## config.mk

```make
export PLATFORM = sky130hd
export DESIGN_NAME = vram_arbiter_flat
export DESIGN_NICKNAME = d
export VERILOG_FILES = /design/src/rtl/nes_vram_pkg.sv /design/src/rtl/vram_arbiter_if.sv /design/src/rtl/vram_mirror.sv /design/src/rtl/vram_arbiter.sv /design/src/flat_wrapper.sv
export SDC_FILE = /design/constraint.sdc
export NUM_CORES = 1
export LEC_CHECK = 0
export BUFFER_PORTS_ARGS = -buffer_cell sky130_fd_sc_hd__buf_2
export CORE_UTILIZATION = 42
export DETAILED_ROUTE_END_ITERATION = 6
export PLACE_DENSITY = 0.85
export SLEW_MARGIN = 30
export SYNTH_ARGS = -nofsm -noshare
export SYNTH_HDL_FRONTEND = slang
export SYNTH_SLANG_ARGS = --single-unit
```

## constraint.sdc

```tcl
create_clock -name clk_in -period 3.9 [get_ports clk_in]
set_input_delay 0.78 -clock clk_in [delete_from_list [all_inputs] [get_ports clk_in]]
set_output_delay 0.78 -clock clk_in [all_outputs]
set_load 0.01 [all_outputs]
```

## src/rtl/nes_vram_pkg.sv

```systemverilog
// Shared VRAM definitions: mirroring codes, debug FSM states, read-owner tags.
// Latency: n/a (constants and types only).
// Backpressure: n/a.
package nes_vram_pkg;

    // Nametable mirroring modes as presented by the cartridge
    localparam logic [1:0] MIRROR_HORZ  = 2'd0;
    localparam logic [1:0] MIRROR_VERT  = 2'd1;
    localparam logic [1:0] MIRROR_ONE_A = 2'd2;
    localparam logic [1:0] MIRROR_ONE_B = 2'd3;

    // Debug port sequencer states
    localparam logic [1:0] DBG_IDLE = 2'd0;
    localparam logic [1:0] DBG_WAIT = 2'd1;
    localparam logic [1:0] DBG_ACK  = 2'd2;

    // Who issued the read whose data returns in the following cycle
    localparam logic [1:0] OWN_NONE = 2'd0;
    localparam logic [1:0] OWN_PPU  = 2'd1;
    localparam logic [1:0] OWN_DBG  = 2'd2;

    // One VRAM command as seen on the single RAM port
    typedef struct packed {
        logic        en;
        logic        r_nw;
        logic [10:0] a;
        logic [7:0]  d;
    } vram_cmd_t;

endpackage

```

## src/rtl/vram_arbiter_if.sv

```systemverilog
// Bundles PPU, debug and VRAM-side signals of the nametable arbiter.
// Latency: n/a (wiring only).
// Backpressure: debug side uses level request held until ack; PPU is never stalled.
interface vram_arbiter_if;
    logic [1:0]  mirror_cfg_in;
    logic        ppu_req_in;
    logic        ppu_r_nw_in;
    logic [13:0] ppu_a_in;
    logic [7:0]  ppu_d_in;
    logic [7:0]  ppu_d_out;
    logic        ppu_rd_valid_out;
    logic        dbg_req_in;
    logic        dbg_r_nw_in;
    logic [10:0] dbg_a_in;
    logic [7:0]  dbg_d_in;
    logic [7:0]  dbg_d_out;
    logic        dbg_ack_out;
    logic        dbg_starve_out;
    logic        vram_en_out;
    logic        vram_r_nw_out;
    logic [10:0] vram_a_out;
    logic [7:0]  vram_d_out;
    logic [7:0]  vram_d_in;

    // Arbiter side
    modport master (
        input  mirror_cfg_in,
        input  ppu_req_in, ppu_r_nw_in, ppu_a_in, ppu_d_in,
        output ppu_d_out, ppu_rd_valid_out,
        input  dbg_req_in, dbg_r_nw_in, dbg_a_in, dbg_d_in,
        output dbg_d_out, dbg_ack_out, dbg_starve_out,
        output vram_en_out, vram_r_nw_out, vram_a_out, vram_d_out,
        input  vram_d_in
    );

    // Requesters and RAM side
    modport slave (
        output mirror_cfg_in,
        output ppu_req_in, ppu_r_nw_in, ppu_a_in, ppu_d_in,
        input  ppu_d_out, ppu_rd_valid_out,
        output dbg_req_in, dbg_r_nw_in, dbg_a_in, dbg_d_in,
        input  dbg_d_out, dbg_ack_out, dbg_starve_out,
        input  vram_en_out, vram_r_nw_out, vram_a_out, vram_d_out,
        output vram_d_in
    );
endinterface

```

## src/rtl/vram_mirror.sv

```systemverilog
// Maps a 14-bit PPU nametable address onto the 2KB physical VRAM.
// Latency: combinational.
// Backpressure: none.
module vram_mirror
    import nes_vram_pkg::*;
(
    input  logic [13:0] i_a,
    input  logic [1:0]  i_cfg,
    output logic [10:0] o_a
);

    // Bits above the nametable window never influence the physical address
    logic [1:0] w_unused_hi;
    assign w_unused_hi = i_a[13:12];

    // Pick which address bit (or constant) selects the physical 1KB page
    always_comb begin
        o_a = {1'b0, i_a[9:0]};
        case (i_cfg)
            MIRROR_HORZ:  o_a = {i_a[11], i_a[9:0]};
            MIRROR_VERT:  o_a = {i_a[10], i_a[9:0]};
            MIRROR_ONE_A: o_a = {1'b0,    i_a[9:0]};
            MIRROR_ONE_B: o_a = {1'b1,    i_a[9:0]};
            default:      o_a = {1'b0,    i_a[9:0]};
        endcase
    end

endmodule

```

## src/rtl/vram_arbiter.sv

```systemverilog
// Arbitrates the single-port nametable VRAM between PPU (absolute priority) and debug port.
// Latency: grant cycle drives RAM combinationally; PPU read data / debug ack one cycle later.
// Backpressure: PPU never stalls; debug request waits in WAIT while PPU holds the port.
module vram_arbiter
    import nes_vram_pkg::*;
#(
    parameter int STARVE_LIMIT = 8
) (
    input  logic          clk_in,
    input  logic          rst_in,
    vram_arbiter_if.master bus
);

    localparam logic [7:0] LP_LIMIT = 8'(STARVE_LIMIT);

    logic [1:0]  r_state;
    logic [7:0]  r_starve_cnt;
    logic [1:0]  r_owner;
    logic [7:0]  r_dbg_d;

    logic        w_ppu_grant;
    logic        w_dbg_pending;
    logic        w_dbg_grant;
    logic        w_dbg_blocked;
    logic [10:0] w_ppu_pa;
    vram_cmd_t   w_cmd;

    vram_mirror u_mirror (
        .i_a   (bus.ppu_a_in),
        .i_cfg (bus.mirror_cfg_in),
        .o_a   (w_ppu_pa)
    );

    // Nothing is granted while reset is held, so no access can sneak out
    assign w_ppu_grant   = !rst_in && bus.ppu_req_in;
    assign w_dbg_pending = bus.dbg_req_in && (r_state == DBG_IDLE || r_state == DBG_WAIT);
    assign w_dbg_grant   = !rst_in && w_dbg_pending && !bus.ppu_req_in;
    assign w_dbg_blocked = w_dbg_pending && bus.ppu_req_in;

    // Build the RAM command from whichever requester owns this cycle
    always_comb begin
        w_cmd = '{en: 1'b0, r_nw: 1'b1, a: 11'd0, d: 8'd0};
        if (w_ppu_grant) begin
            w_cmd.en   = 1'b1;
            w_cmd.r_nw = bus.ppu_r_nw_in;
            w_cmd.a    = w_ppu_pa;
            w_cmd.d    = bus.ppu_r_nw_in ? 8'd0 : bus.ppu_d_in;
        end else if (w_dbg_grant) begin
            w_cmd.en   = 1'b1;
            w_cmd.r_nw = bus.dbg_r_nw_in;
            w_cmd.a    = bus.dbg_a_in;
            w_cmd.d    = bus.dbg_r_nw_in ? 8'd0 : bus.dbg_d_in;
        end
    end

    assign bus.vram_en_out   = w_cmd.en;
    assign bus.vram_r_nw_out = w_cmd.r_nw;
    assign bus.vram_a_out    = w_cmd.a;
    assign bus.vram_d_out    = w_cmd.d;

    // Debug sequencer: IDLE -> (WAIT while PPU busy) -> ACK -> IDLE
    always_ff @(posedge clk_in) begin
        if (rst_in) begin
            r_state <= DBG_IDLE;
        end else begin
            case (r_state)
                DBG_IDLE: begin
                    if (bus.dbg_req_in)
                        r_state <= bus.ppu_req_in ? DBG_WAIT : DBG_ACK;
                end
                DBG_WAIT: begin
                    if (!bus.dbg_req_in)
                        r_state <= DBG_IDLE;
                    else if (!bus.ppu_req_in)
                        r_state <= DBG_ACK;
                end
                DBG_ACK:  r_state <= DBG_IDLE;
                default:  r_state <= DBG_IDLE;
            endcase
        end
    end

    // Count consecutive blocked cycles of a pending debug request, saturating
    always_ff @(posedge clk_in) begin
        if (rst_in) begin
            r_starve_cnt <= 8'd0;
        end else if (w_dbg_grant || (r_state == DBG_IDLE && !bus.dbg_req_in)) begin
            r_starve_cnt <= 8'd0;
        end else if (w_dbg_blocked && r_starve_cnt != LP_LIMIT) begin
            r_starve_cnt <= r_starve_cnt + 8'd1;
        end
    end

    // Remember who issued this cycle's read so the returning data is steered correctly
    always_ff @(posedge clk_in) begin
        if (rst_in)
            r_owner <= OWN_NONE;
        else if (w_ppu_grant && bus.ppu_r_nw_in)
            r_owner <= OWN_PPU;
        else if (w_dbg_grant && bus.dbg_r_nw_in)
            r_owner <= OWN_DBG;
        else
            r_owner <= OWN_NONE;
    end

    // Capture debug read data so it stays visible until the next debug read
    always_ff @(posedge clk_in) begin
        if (rst_in)
            r_dbg_d <= 8'd0;
        else if (r_owner == OWN_DBG)
            r_dbg_d <= bus.vram_d_in;
    end

    // Outputs are forced to reset values while reset is held, discarding any read in flight
    assign bus.ppu_rd_valid_out = !rst_in && (r_owner == OWN_PPU);
    assign bus.ppu_d_out        = bus.ppu_rd_valid_out ? bus.vram_d_in : 8'd0;
    assign bus.dbg_ack_out      = !rst_in && (r_state == DBG_ACK);
    assign bus.dbg_d_out        = rst_in ? 8'd0 :
                                  (r_owner == OWN_DBG) ? bus.vram_d_in : r_dbg_d;
    assign bus.dbg_starve_out   = !rst_in && (r_starve_cnt == LP_LIMIT);

endmodule

```

## src/flat_wrapper.sv

```systemverilog
// flat-port wrapper written by rule: the top's interface ports become plain ports
module vram_arbiter_flat import nes_vram_pkg::*;
#(
    parameter int STARVE_LIMIT = 8
)
  (clk_in, rst_in, bus_mirror_cfg_in, bus_ppu_req_in, bus_ppu_r_nw_in, bus_ppu_a_in, bus_ppu_d_in, bus_ppu_d_out, bus_ppu_rd_valid_out, bus_dbg_req_in, bus_dbg_r_nw_in, bus_dbg_a_in, bus_dbg_d_in, bus_dbg_d_out, bus_dbg_ack_out, bus_dbg_starve_out, bus_vram_en_out, bus_vram_r_nw_out, bus_vram_a_out, bus_vram_d_out, bus_vram_d_in);
  vram_arbiter_if bus_i ();
  input  logic clk_in;
  input  logic rst_in;
  input wire logic [$bits(bus_i.mirror_cfg_in)-1:0] bus_mirror_cfg_in;
  input wire logic [$bits(bus_i.ppu_req_in)-1:0] bus_ppu_req_in;
  input wire logic [$bits(bus_i.ppu_r_nw_in)-1:0] bus_ppu_r_nw_in;
  input wire logic [$bits(bus_i.ppu_a_in)-1:0] bus_ppu_a_in;
  input wire logic [$bits(bus_i.ppu_d_in)-1:0] bus_ppu_d_in;
  output wire logic [$bits(bus_i.ppu_d_out)-1:0] bus_ppu_d_out;
  output wire logic [$bits(bus_i.ppu_rd_valid_out)-1:0] bus_ppu_rd_valid_out;
  input wire logic [$bits(bus_i.dbg_req_in)-1:0] bus_dbg_req_in;
  input wire logic [$bits(bus_i.dbg_r_nw_in)-1:0] bus_dbg_r_nw_in;
  input wire logic [$bits(bus_i.dbg_a_in)-1:0] bus_dbg_a_in;
  input wire logic [$bits(bus_i.dbg_d_in)-1:0] bus_dbg_d_in;
  output wire logic [$bits(bus_i.dbg_d_out)-1:0] bus_dbg_d_out;
  output wire logic [$bits(bus_i.dbg_ack_out)-1:0] bus_dbg_ack_out;
  output wire logic [$bits(bus_i.dbg_starve_out)-1:0] bus_dbg_starve_out;
  output wire logic [$bits(bus_i.vram_en_out)-1:0] bus_vram_en_out;
  output wire logic [$bits(bus_i.vram_r_nw_out)-1:0] bus_vram_r_nw_out;
  output wire logic [$bits(bus_i.vram_a_out)-1:0] bus_vram_a_out;
  output wire logic [$bits(bus_i.vram_d_out)-1:0] bus_vram_d_out;
  input wire logic [$bits(bus_i.vram_d_in)-1:0] bus_vram_d_in;
  assign bus_i.mirror_cfg_in = bus_mirror_cfg_in;
  assign bus_i.ppu_req_in = bus_ppu_req_in;
  assign bus_i.ppu_r_nw_in = bus_ppu_r_nw_in;
  assign bus_i.ppu_a_in = bus_ppu_a_in;
  assign bus_i.ppu_d_in = bus_ppu_d_in;
  assign bus_ppu_d_out = bus_i.ppu_d_out;
  assign bus_ppu_rd_valid_out = bus_i.ppu_rd_valid_out;
  assign bus_i.dbg_req_in = bus_dbg_req_in;
  assign bus_i.dbg_r_nw_in = bus_dbg_r_nw_in;
  assign bus_i.dbg_a_in = bus_dbg_a_in;
  assign bus_i.dbg_d_in = bus_dbg_d_in;
  assign bus_dbg_d_out = bus_i.dbg_d_out;
  assign bus_dbg_ack_out = bus_i.dbg_ack_out;
  assign bus_dbg_starve_out = bus_i.dbg_starve_out;
  assign bus_vram_en_out = bus_i.vram_en_out;
  assign bus_vram_r_nw_out = bus_i.vram_r_nw_out;
  assign bus_vram_a_out = bus_i.vram_a_out;
  assign bus_vram_d_out = bus_i.vram_d_out;
  assign bus_i.vram_d_in = bus_vram_d_in;
  vram_arbiter #(.STARVE_LIMIT(STARVE_LIMIT)) u_core (.clk_in(clk_in), .rst_in(rst_in), .bus(bus_i));
endmodule
```

==> metrics.csv, run 1 <==
stage,metric,value,unit
routing,wl_met2,1621,um
clock_network,cts_num_sinks,20,
pwr,ir_drop,0.1811,mV
yosys,yosysUniqueCellTypes,37,
routing,first_pass_iters,4,
floorplan,rows,19,
pwr,power.density,247.9,nW/um^2
critical_path,critPathSlowestCell,o22a_1,
layout,final_util,62.61,%
clock_network,post_cts_buffers,0,
yosys,synth_area_leaders,"dfxtp_1 (33%), mux2i_1 (7.4%), a22o_1 (7.2%), nand2_1 (6.2%), a21oi_2 (5.8%)",
routing,drt-total-wl,3134,um
global_route,grt_use_total,21.00,%
yosys,synth_edf_count,0,
layout,synthToLayoutAreaGrowth,41.47,%
critical_path,cp_top_family,compound AO/OA/AOI/OAI gates,
floorplan,fp.dieH,55.67,um
global_route,antenna_found_initial,0,
critical_path,r2r_cells,6,
placement,portBuffers,94,
clock_network,cts_resized,0,
pwr,power.leakage,0.9361,nW
worst_hold_path,hold_path_class,reg -> reg,
floorplan,die_w,55.67,um
routing,wl_per_cell,11.83,um
layout,layout.nets,294,
global_route,grt_pass1_vias,1220,
placement,hpwl,2584,um
outcome,status,"complete, no violations",
critical_path,r2r_start,u_core.r_starve_cnt[0],
critical_path,crit_top_cell,buf_2,
clock_network,hold_buffers,0,
floorplan,io_pins,97,
clock_network,cts_made_buffers,3,
yosys,postSynthNetCount,201,
critical_path,cp_num_buf_inv,2,
layout,drive_gt1_share,49.15,%
clock_network,cts_tree,done,
sta,rsz0062_at_grt,false,
sta,finalHoldViolCount,0,
sta,drv_slew,0,
routing,via_count,1344,
yosys,synth_top_area_cell,dfxtp_1,
sta,maxSlewHeadroom,58.99,%
routing,wl_met1,1206,um
critical_path,crit_chain,buf_2 > nand2b_1 > o22a_1 > buf_2,
critical_path,ff2ff_setup_slack,2.40,ns
clock_network,cts_buffer_depth,2,
critical_path,required,3.12,ns
critical_path,r2r_end,u_core.r_starve_cnt[1],
routing,route.detailed.drc,0,
clock_network,cts_root_buffer,clkbuf_4,
floorplan,dieArea,3099,sq um
worst_hold_path,min_to,u_core.r_dbg_d[6],
yosys,syn_area,1210,sq um
sta,setup_tns,0,ns
yosys,synth-seq-area-share,33.09,%
floorplan,initial_core_util,44.26,%
layout,final_cell_mix,"buf_2 (94), nand2_1 (20), dfxtp_1 (20)",
yosys,synth.avg_cell_area,8.520,sq um
critical_path,cp_max_fo,15,
global_route,grt_pass1_wl,5161,um
routing,vias_per_cell,5.072,
routing,wl_met3,260,um
sta,tightestPinTransition,0.6139,ns
placement,gp_congestion,0.8145,
yosys,synthCells,142,
yosys,synthFlopType,dfxtp_1,
layout,filler_cell_count,266,
sta,timing.final.crit_share,75.40,%
worst_hold_path,hold_depth,2,
critical_path,slowest_delay,0.49,ns
layout,mostFrequentLayoutCell,buf_2,
yosys,synth_top_cell_area_share,33.09,%
sta,setup_viol,0,
clock_network,cts_max_level,1,
routing,ant_nets,0,
critical_path,crit_type,in -> out,
worst_hold_path,hp-start,u_core.r_dbg_d[6],
layout,n_antenna_cell,0,
clock_network,clock_latency,0.30,ns
flow_run,cap_violations,0,
global_route,grt_max_degree,16,
yosys,ys_ff_latch,20,
sta,fin_worst_skew,0.002174,ns
clock_network,clk_pin_slew_worst_paths,0.11,ns
global_route,grt-ovfl-total,0,
sta,fmax,340.1,MHz
critical_path,path_depth,4,
critical_path,endpoint_kind,output pin,
yosys,async_flop_share,0,%
critical_path,crit_path_start_kind,input port,
critical_path,critPathArrivalTime,2.16,ns
sta,final.min_clock_period,2.941,ns
yosys,yosysWarnings,0,
routing,highest_layer,met4,
floorplan,core_region_area,2734,sq um
routing,drtIter0Drc,36,
[how the worst max path moves through the flow]
stage | startpoint | slack, ns | endpoint
3_5_place_dp | rst_in | 0.97 | bus_vram_r_nw_out
4_1_cts | rst_in | 0.96 | bus_vram_r_nw_out
5_1_grt | rst_in | 0.84 | bus_vram_d_out[7]
2_1_floorplan | rst_in | 1.47 | bus_vram_d_out[0]
6_report | rst_in | 0.96 | bus_vram_r_nw_out
3_3_place_gp | rst_in | 0.97 | bus_vram_r_nw_out
[worst reg2reg max path: stages, from the launching register on]
cell	delay, ns
dfxtp_1	0.41
inv_1	0.06
ha_1	0.18
and4bb_2	0.24
a21oi_1	0.23
mux2i_1	0.22
nor2_1	0.05
[layer usage]
layer  vias to the layer above  global-route usage (%)
met4                         0                   7.857
met3                         6                   5.116
met1                       597                   23.32
met5                         -                       0
met2                        71                   38.38
li1                        670                       -
[state kept, by name, summed over array words and instances, names as in the netlist]
name / count
u_core.r_dbg_d: 8
u_core.r_starve_cnt: 8
u_core.r_owner: 2
u_core.r_state: 2
[synthesized netlist by cell type, types with 2 or more instances]
| library cell | n |
|---|---|
| nand2b_1 | 2 |
| a21oi_1 | 3 |
| a21oi_2 | 8 |
| buf_6 | 2 |
| and2_1 | 10 |
| buf_4 | 2 |
| nor2_1 | 18 |
| ha_1 | 2 |
| xnor2_1 | 5 |
| mux2i_1 | 9 |
| and3_1 | 2 |
| o21ai_0 | 2 |
| nand2_1 | 20 |
| buf_2 | 2 |
| a22o_1 | 10 |
| inv_1 | 2 |
| nand3_1 | 2 |
| dfxtp_1 | 20 |
| nor3_1 | 3 |
[layout make-up]
| cell class | instances | area, sq um | share of cell area [%] |
|---|---|---|---|
| clock buffers | 4 | 36.28 | 2.120 |
| well taps | 31 | 38.79 | 2.266 |
| multi-input cells | 112 | 747.0 | 43.64 |
| flip-flops and latches | 20 | 400.4 | 23.39 |
| inverters | 3 | 11.26 | 0.6579 |
| repair buffers | 95 | 478.0 | 27.92 |
[per-stage QoR]
stage               std cells  hold slack (ns)  cell area [sq um]  power, mW  setup WS (ns)
floorplan                 142           0.4770               1210     0.2649          1.475
global placement          261           0.4851               1675     0.3088         0.9683
detailed placement        261           0.4988               1675     0.3110         0.9657
CTS                       265           0.5261               1712     0.4278         0.9576
global route              265           0.5612               1712     0.4525         0.8365
finish                    265           0.5171               1712     0.4243         0.9594
[kinds of logic after synthesis]
group | count (synthesis) | share of synthesized area [%]
mux | 10 | 8.377
buf+inv | 10 | 5.170
simple gates | 67 | 28.96
flops | 20 | 33.09
compound gates | 27 | 17.99
fa+ha+maj | 2 | 2.068
xor+xnor | 6 | 4.343
[power breakdown]
part | internal, mW | total (mW) | leakage [nW] | switching, mW
clock | 0.0570 | 0.118 | 0.0210 | 0.0614
combinational | 0.0476 | 0.0965 | 0.753 | 0.0489
sequential | 0.208 | 0.209 | 0.162 | 0.00178
total | 0.312 | 0.424 | 0.936 | 0.112
No activity file was read; power rests on OpenSTA's default activity.
==> run 2, diff against run 1 <==
ABC_AREA = 1   (was default)
CORE_UTILIZATION = 39   (was 42)
PLACE_DENSITY = 0.79   (was 0.85)
clock period = 2.9 ns   (was 3.9 ns; I/O delays follow)
==> run 2 against run 1 <==
  * Sequential cell count is the same
  * First-iteration DRC count shrank 28%
  * Wire length grew 3.3%
  * Critical path depth grew 2
  * Register-to-register slack lost 0.84 ns
  * Die area grew 9.9%
  * Combinational power grew 34%
  * Total power grew 52%
  * Via count grew 13%
  * Clock power grew 98%
  * Critical path type unchanged
  * Critical endpoint is now bus_vram_d_out[7]
  * Highest routed layer unchanged
==> metrics.csv, run 2 <==
stage,metric,value,unit,change
outcome,status,"complete, no violations",,
yosys,async_flop_share,0,%,unchanged
floorplan,dieArea,3405,sq um,+9.9%
critical_path,cp_max_fo,17,,+2
yosys,synth_area_leaders,"dfxtp_1 (32%), nand2_1 (12%), nand3_1 (8.1%), a22o_1 (7.1%), a21oi_1 (6.9%)",,
placement,hpwl,2633,um,+1.9%
routing,drtIter0Drc,26,,-28%
yosys,postSynthNetCount,246,,+22%
clock_network,clk_pin_slew_worst_paths,0.12,ns,about the same
sta,rsz0062_at_grt,false,,
worst_hold_path,hold_depth,2,,unchanged
global_route,grt_use_total,20.12,%,-0.88 points
routing,via_count,1525,,+13%
global_route,grt_pass1_vias,1285,,+5.3%
global_route,grt_max_degree,20,,+4
global_route,grt-ovfl-total,0,,unchanged
yosys,ys_ff_latch,20,,unchanged
clock_network,cts_made_buffers,3,,unchanged
sta,drv_slew,0,,unchanged
flow_run,cap_violations,0,,unchanged
clock_network,cts_num_sinks,20,,unchanged
pwr,power.leakage,0.9762,nW,+4.3%
sta,maxSlewHeadroom,72.19,%,+13 points
critical_path,r2r_start,u_core.r_starve_cnt[0],,
sta,setup_viol,0,,unchanged
layout,largestRegisters,"u_core.r_dbg_d: 8 flops, u_core.r_starve_cnt: 8 flops",,
worst_hold_path,hold_path_class,reg -> reg,,
routing,ant_nets,0,,unchanged
global_route,grt-busiest-layer,met2,,
worst_hold_path,hp-start,u_core.r_starve_cnt[7],,
critical_path,crit_type,in -> out,,
yosys,syn_area,1239,sq um,+2.4%
global_route,grt_pass1_wl,5306,um,+2.8%
yosys,synth_common_cells,"nand2_1 (41), dfxtp_1 (20), nand3_1 (20), nor2_1 (20), inv_1 (19)",,
yosys,yosysWarnings,0,,unchanged
global_route,antenna_found_initial,0,,unchanged
critical_path,r2r_end,u_core.r_starve_cnt[2],,
critical_path,r2r_cells,7,,+1
critical_path,crit_path_start_kind,input port,,
floorplan,fp.dieH,58.36,um,+4.8%
placement,place_area,1739,sq um,+3.8%
pwr,ir_drop,0.2597,mV,+43%
yosys,synth_top_cell_area_share,32.32,%,-0.77 points
global_route,use_met2,34.81,%,-3.6 points
placement,portBuffers,94,,unchanged
critical_path,ff2ff_setup_slack,1.56,ns,-0.84 ns
floorplan,io_pins,97,,unchanged
placement,gp_congestion,0.7874,,-3.3%
sta,timing.final.crit_share,78.32,%,
routing,route.detailed.drc,0,,unchanged
routing,vias_per_cell,4.692,,-7.5%
layout,final_cell_area,1792,sq um,+4.7%
pwr,p_total,646.3,uW,+52%
critical_path,critPathArrivalTime,1.69,ns,-0.47 ns
yosys,synth.avg_cell_area,6.624,sq um,-22%
layout,drive_gt1_share,38.79,%,-10 points
floorplan,core_region_area,3028,sq um,+11%
clock_network,cts_tree,done,,
global_route,use_met1,24.21,%,+0.89 points
clock_network,cts_resized,0,,unchanged
yosys,synth_top_area_cell,dfxtp_1,,
sta,holdWs,0.5129,ns,-0.004253 ns
yosys,synth_edf_count,0,,unchanged
sta,final.min_clock_period,2.271,ns,
clock_network,cts_max_level,1,,unchanged
critical_path,required,2.32,ns,-0.80 ns
sta,finalHoldViolCount,0,,unchanged
sta,setup_tns,0,ns,unchanged
layout,final_cell_mix,"buf_2 (94), nand2_1 (41), nand3_1 (20), nor2_1 (20), dfxtp_1 (20)",,
layout,synthToLayoutAreaGrowth,44.65,%,
clock_network,post_cts_buffers,0,,unchanged
clock_network,cts_root_buffer,clkbuf_4,,
layout,mostFrequentLayoutCell,buf_2,,
critical_path,endpoint_kind,output pin,,
worst_hold_path,min_to,u_core.r_starve_cnt[7],,
floorplan,die_w,58.36,um,+4.8%
yosys,synthMostInstantiatedCell,nand2_1,,
floorplan,rows,20,,+1
routing,wl_per_cell,9.963,um,-16%
yosys,synthCells,187,,+32%
sta,fmax,440.3,MHz,
yosys,synth-seq-area-share,32.32,%,-0.77 points
floorplan,initial_core_util,40.91,%,-3.3 points
sta,tightestPinTransition,0.4162,ns,-0.1977 ns
clock_network,cts_buffer_depth,2,,unchanged
clock_network,clock_latency,0.31,ns,about the same
routing,drt-total-wl,3238,um,+3.3%
sta,fin_worst_skew,0.003688,ns,+0.001515 ns
layout,n_antenna_cell,0,,unchanged
routing,first_pass_iters,4,,unchanged
global_route,grtUsageMet3,6.374,%,+1.3 points
yosys,yosysUniqueCellTypes,23,,-38%
clock_network,hold_buffers,0,,unchanged
layout,layout.nets,341,,+16%
yosys,synthFlopType,dfxtp_1,,
pwr,power.density,360.7,nW/um^2,+46%
run 2: cell count changes after synthesis, moves of 8 or more:
cell	change
inv_1	+17
and2_1	-10
a21oi_1	+14
nand2_1	+21
a21oi_2	-8
nand3_1	+18
mux2i_1	-9
o21ai_0	+10
run 2: how the worst max path moves through the flow:
stage,endpoint,slack (ns),start,depth (start not counted)
after floorplan,bus_ppu_d_out[0],1.0,rst_in,3
after global placement,bus_vram_d_out[7],0.62,rst_in,6
after detailed placement,bus_vram_d_out[7],0.62,rst_in,6
after CTS,bus_vram_d_out[7],0.62,rst_in,6
after global routing,bus_vram_d_out[7],0.48,u_core.r_state[1],7
final,bus_vram_d_out[7],0.63,rst_in,6
run 2: logic make-up (layout without fill, tap and decap cells):
family | after synthesis | in the layout | synth area share (%)
fa+ha+maj | 2 | 2 | 2.020
xor+xnor | 3 | 3 | 2.122
buf+inv | 30 | 124 | 10.20
simple gates | 91 | 91 | 32.63
compound gates | 41 | 41 | 20.71
flops | 20 | 20 | 32.32
run 2: routing by layer:
| metal | wire length, um | vias up |
|---|---|---|
| met2 | 1597 | 56 |
| met4 | 31 | 0 |
| met5 | 0 | - |
| met1 | 1350 | 662 |
| li1 | - | 802 |
| met3 | 259 | 5 |
run 2: cell type report:
cell class / instances / area (sq um)
Clock buffer: 3 / 22.52
Fill cell: 319 / 1236
Multi-Input combinational cell: 137 / 711.9
Timing Repair Buffer: 95 / 478.0
Clock inverter: 1 / 30.03
Inverter: 25 / 93.84
Sequential cell: 20 / 400.4
Tap cell: 44 / 55.05
run 2: report_power, final:
group          switching (mW)  internal (mW)  total (mW)
logic                  0.0694         0.0598       0.129
clock network          0.0940          0.140       0.234
registers             0.00239          0.281       0.283
run 2: through the flow:
step                      utilization (%)  setup WS [ns]  instances
final                               59.17         0.6288        325
after global routing                59.17         0.4761        325
after CTS                           59.17         0.6208        325
after detailed placement            57.44         0.6238        321
after global placement              57.44         0.6155        321
after floorplan                         -         0.9950        187
run 2: worst max-delay path: stages:
cell and delay, ns:
buf_2 0.15, nor3_2 0.37, buf_4 0.29, nand3_1 0.09, nand2_1 0.08, buf_2 0.13
==> run 3, diff against run 2 <==
clock period = 2.1 ns   (was 2.9 ns; I/O delays follow)
==> run 3 against run 2 <==
  * Critical path type is now reg -> out
  * Combinational power up 40%
  * First-iteration DRC count increased by 120%
  * Design area increased by 1.0%
  * Final cell count increased by 0.62%
  * Global-route usage fell by 0.19 points
  * Worst setup slack got worse by 0.43 ns
  * Via count fell by 1.1%
  * Clock skew decreased by 0.00060 ns
  * Sequential cell count unchanged
  * Clock power increased by 35%
==> metrics.csv, run 3 (synthesis gave the netlist of run 2 again) <==
stage,metric,value,unit,change
pwr,p_int,665.8,uW,+39%
critical_path,critPathArrivalTime,1.48,ns,-0.21 ns
critical_path,endpoint_kind,output pin,,
clock_network,clk_pin_slew_worst_paths,0.11,ns,about the same
pwr,swShare,25.07,%,-0.58 points
sta,tightestPinTransition,0.2612,ns,-0.1550 ns
critical_path,ff2ff_setup_slack,0.79,ns,-0.77 ns
pwr,power.density,490.8,nW/um^2,+36%
pwr,combPwrFrac,20.4,%,+0.4 points
routing,ant_nets,0,,unchanged
critical_path,cp_num_buf_inv,2,,-1
layout,layout.nets,343,,+0.59%
layout,final_cell_mix,"buf_2 (94), nand2_1 (41), nand3_1 (20), nor2_1 (20), dfxtp_1 (20)",,
routing,wl_per_cell,9.869,um,-0.95%
sta,setup_viol,0,,unchanged
sta,setup_tns,0,ns,unchanged
worst_hold_path,hp-start,bus_vram_d_in[6],,
sta,fin_worst_skew,0.003089,ns,-0.0005999 ns
outcome,status,"complete, no violations",,
sta,maxSlewHeadroom,82.45,%,+10 points
critical_path,r2r_start,u_core.r_starve_cnt[0],,
routing,drtIter0Drc,57,,+120%
placement,portBuffers,94,,unchanged
critical_path,cp_top_family,simple AND/OR/NAND/NOR gates,,
clock_network,cts_buffer_depth,2,,unchanged
pwr,power.leakage,0.9769,nW,about the same
sta,finalHoldViolCount,0,,unchanged
placement,gp_congestion,0.8210,,+4.3%
clock_network,cts_root_buffer,clkbuf_4,,
floorplan,die_w,58.36,um,unchanged
floorplan,io_pins,97,,unchanged
critical_path,critPathSlowestCell,dfxtp_1,,
flow_run,cap_violations,0,,unchanged
global_route,grt-ovfl-total,0,,unchanged
pwr,clock_power_share,35.6,%,-0.6 points
routing,first_pass_iters,4,,unchanged
layout,largestRegisters,"u_core.r_dbg_d: 8 flops, u_core.r_starve_cnt: 8 flops",,
sta,final.min_clock_period,1.897,ns,
critical_path,crit_chain,inv_1 > ha_1 > nand3_2 > nor3_1 > buf_2,,
clock_network,cts_tree,done,,
global_route,grt_use_total,19.93,%,-0.19 points
sta,fmax,527.2,MHz,
layout,n_antenna_cell,0,,unchanged
pwr,seqPwrFrac,44.0,%,+0.2 points
sta,timing.final.crit_share,90.32,%,
global_route,grt_pass1_vias,1281,,-0.31%
layout,drive_gt1_share,39.58,%,+0.79 points
floorplan,initial_core_util,40.91,%,unchanged
global_route,grt_pass1_wl,5319,um,+0.25%
worst_hold_path,hold_path_class,in -> reg,,
clock_network,cts_made_buffers,3,,unchanged
critical_path,cp_max_fo,4,,-13
global_route,antenna_found_initial,0,,unchanged
floorplan,fp.dieH,58.36,um,unchanged
sta,rsz0062_at_grt,false,,
clock_network,hold_buffers,0,,unchanged
floorplan,rows,20,,unchanged
critical_path,slowest_delay,0.35,ns,-0.02 ns
pwr,ir_drop,0.3706,mV,+43%
clock_network,clock_latency,0.30,ns,about the same
pwr,power_switching,222.7,uW,+34%
global_route,grt_max_degree,17,,-15%
pwr,p_total,888.5,uW,+37%
routing,via_count,1508,,-1.1%
sta,drv_slew,0,,unchanged
floorplan,dieArea,3405,sq um,unchanged
clock_network,cts_max_level,1,,unchanged
floorplan,core_region_area,3028,sq um,unchanged
critical_path,crit_path_start_kind,register,,
routing,route.detailed.drc,0,,unchanged
critical_path,cp-startpoint,u_core.r_starve_cnt[0],,
layout,synthToLayoutAreaGrowth,46.16,%,
routing,drt-total-wl,3227,um,-0.34%
critical_path,crit_type,reg -> out,,
critical_path,required,1.68,ns,-0.64 ns
routing,vias_per_cell,4.612,,-1.7%
clock_network,cts_num_sinks,20,,unchanged
placement,hpwl,2657,um,+0.89%
layout,mostFrequentLayoutCell,buf_2,,
[run 3: tightest hold or removal path, cell delays in order]
cell	delay, ns
buf_2	0.09
inv_1	0.05
a21oi_1	0.06
[run 3: stage by stage]
step,hold WS [ns],cell area (sq um),instances,worst slack (ns),utilization (%)
floorplan,0.4702,1239,187,0.5150,-
global placement,0.4866,1754,323,0.3443,57.93
detailed placement,0.4950,1754,323,0.3538,57.93
CTS,0.3603,1807,327,0.2066,59.67
global route,0.3563,1810,327,0.04689,59.79
finish,0.3659,1810,327,0.2032,59.79
[run 3: power by group through the flow]
stage          logic (mW)  clock network, mW  registers (mW)
2_1_floorplan      0.0896                  0           0.399
6_report            0.181              0.316           0.391
4_1_cts             0.183              0.322           0.391
3_3_place_gp        0.180                  0           0.399
5_1_grt             0.202              0.340           0.392
3_5_place_dp        0.182                  0           0.400
[run 3: what timing repair did]
| item | in CTS | in global routing |
|---|---|---|
| setup endpoints to repair | 0 | 1 |
| gates resized for setup | 0 | 1 |
| buffers inserted | 0 | 0 |
[run 3: final timing paths]
path	end	cells after the start
max	bus_dbg_starve_out	5
max reg2reg	u_core.r_starve_cnt[3]	7
min reg2reg	u_core.r_starve_cnt[7]	2
min	u_core.r_dbg_d[6]	3
[run 3: cell type report]
class                           instances  area, sq um
Timing Repair Buffer                   97        493.0
Inverter                               25        97.59
Fill cell                             315         1217
Clock inverter                          1        30.03
Clock buffer                            3        22.52
Multi-Input combinational cell        137        711.9
Tap cell                               44        55.05
Sequential cell                        20        400.4
[run 3: metal layers]
layer	global-route usage, %	vias up	wire length [um]
li1	-	804	-
met3	5.055	4	199
met4	4.082	0	21
met1	22.71	653	1372
met2	37.44	47	1634
met5	0	-	0
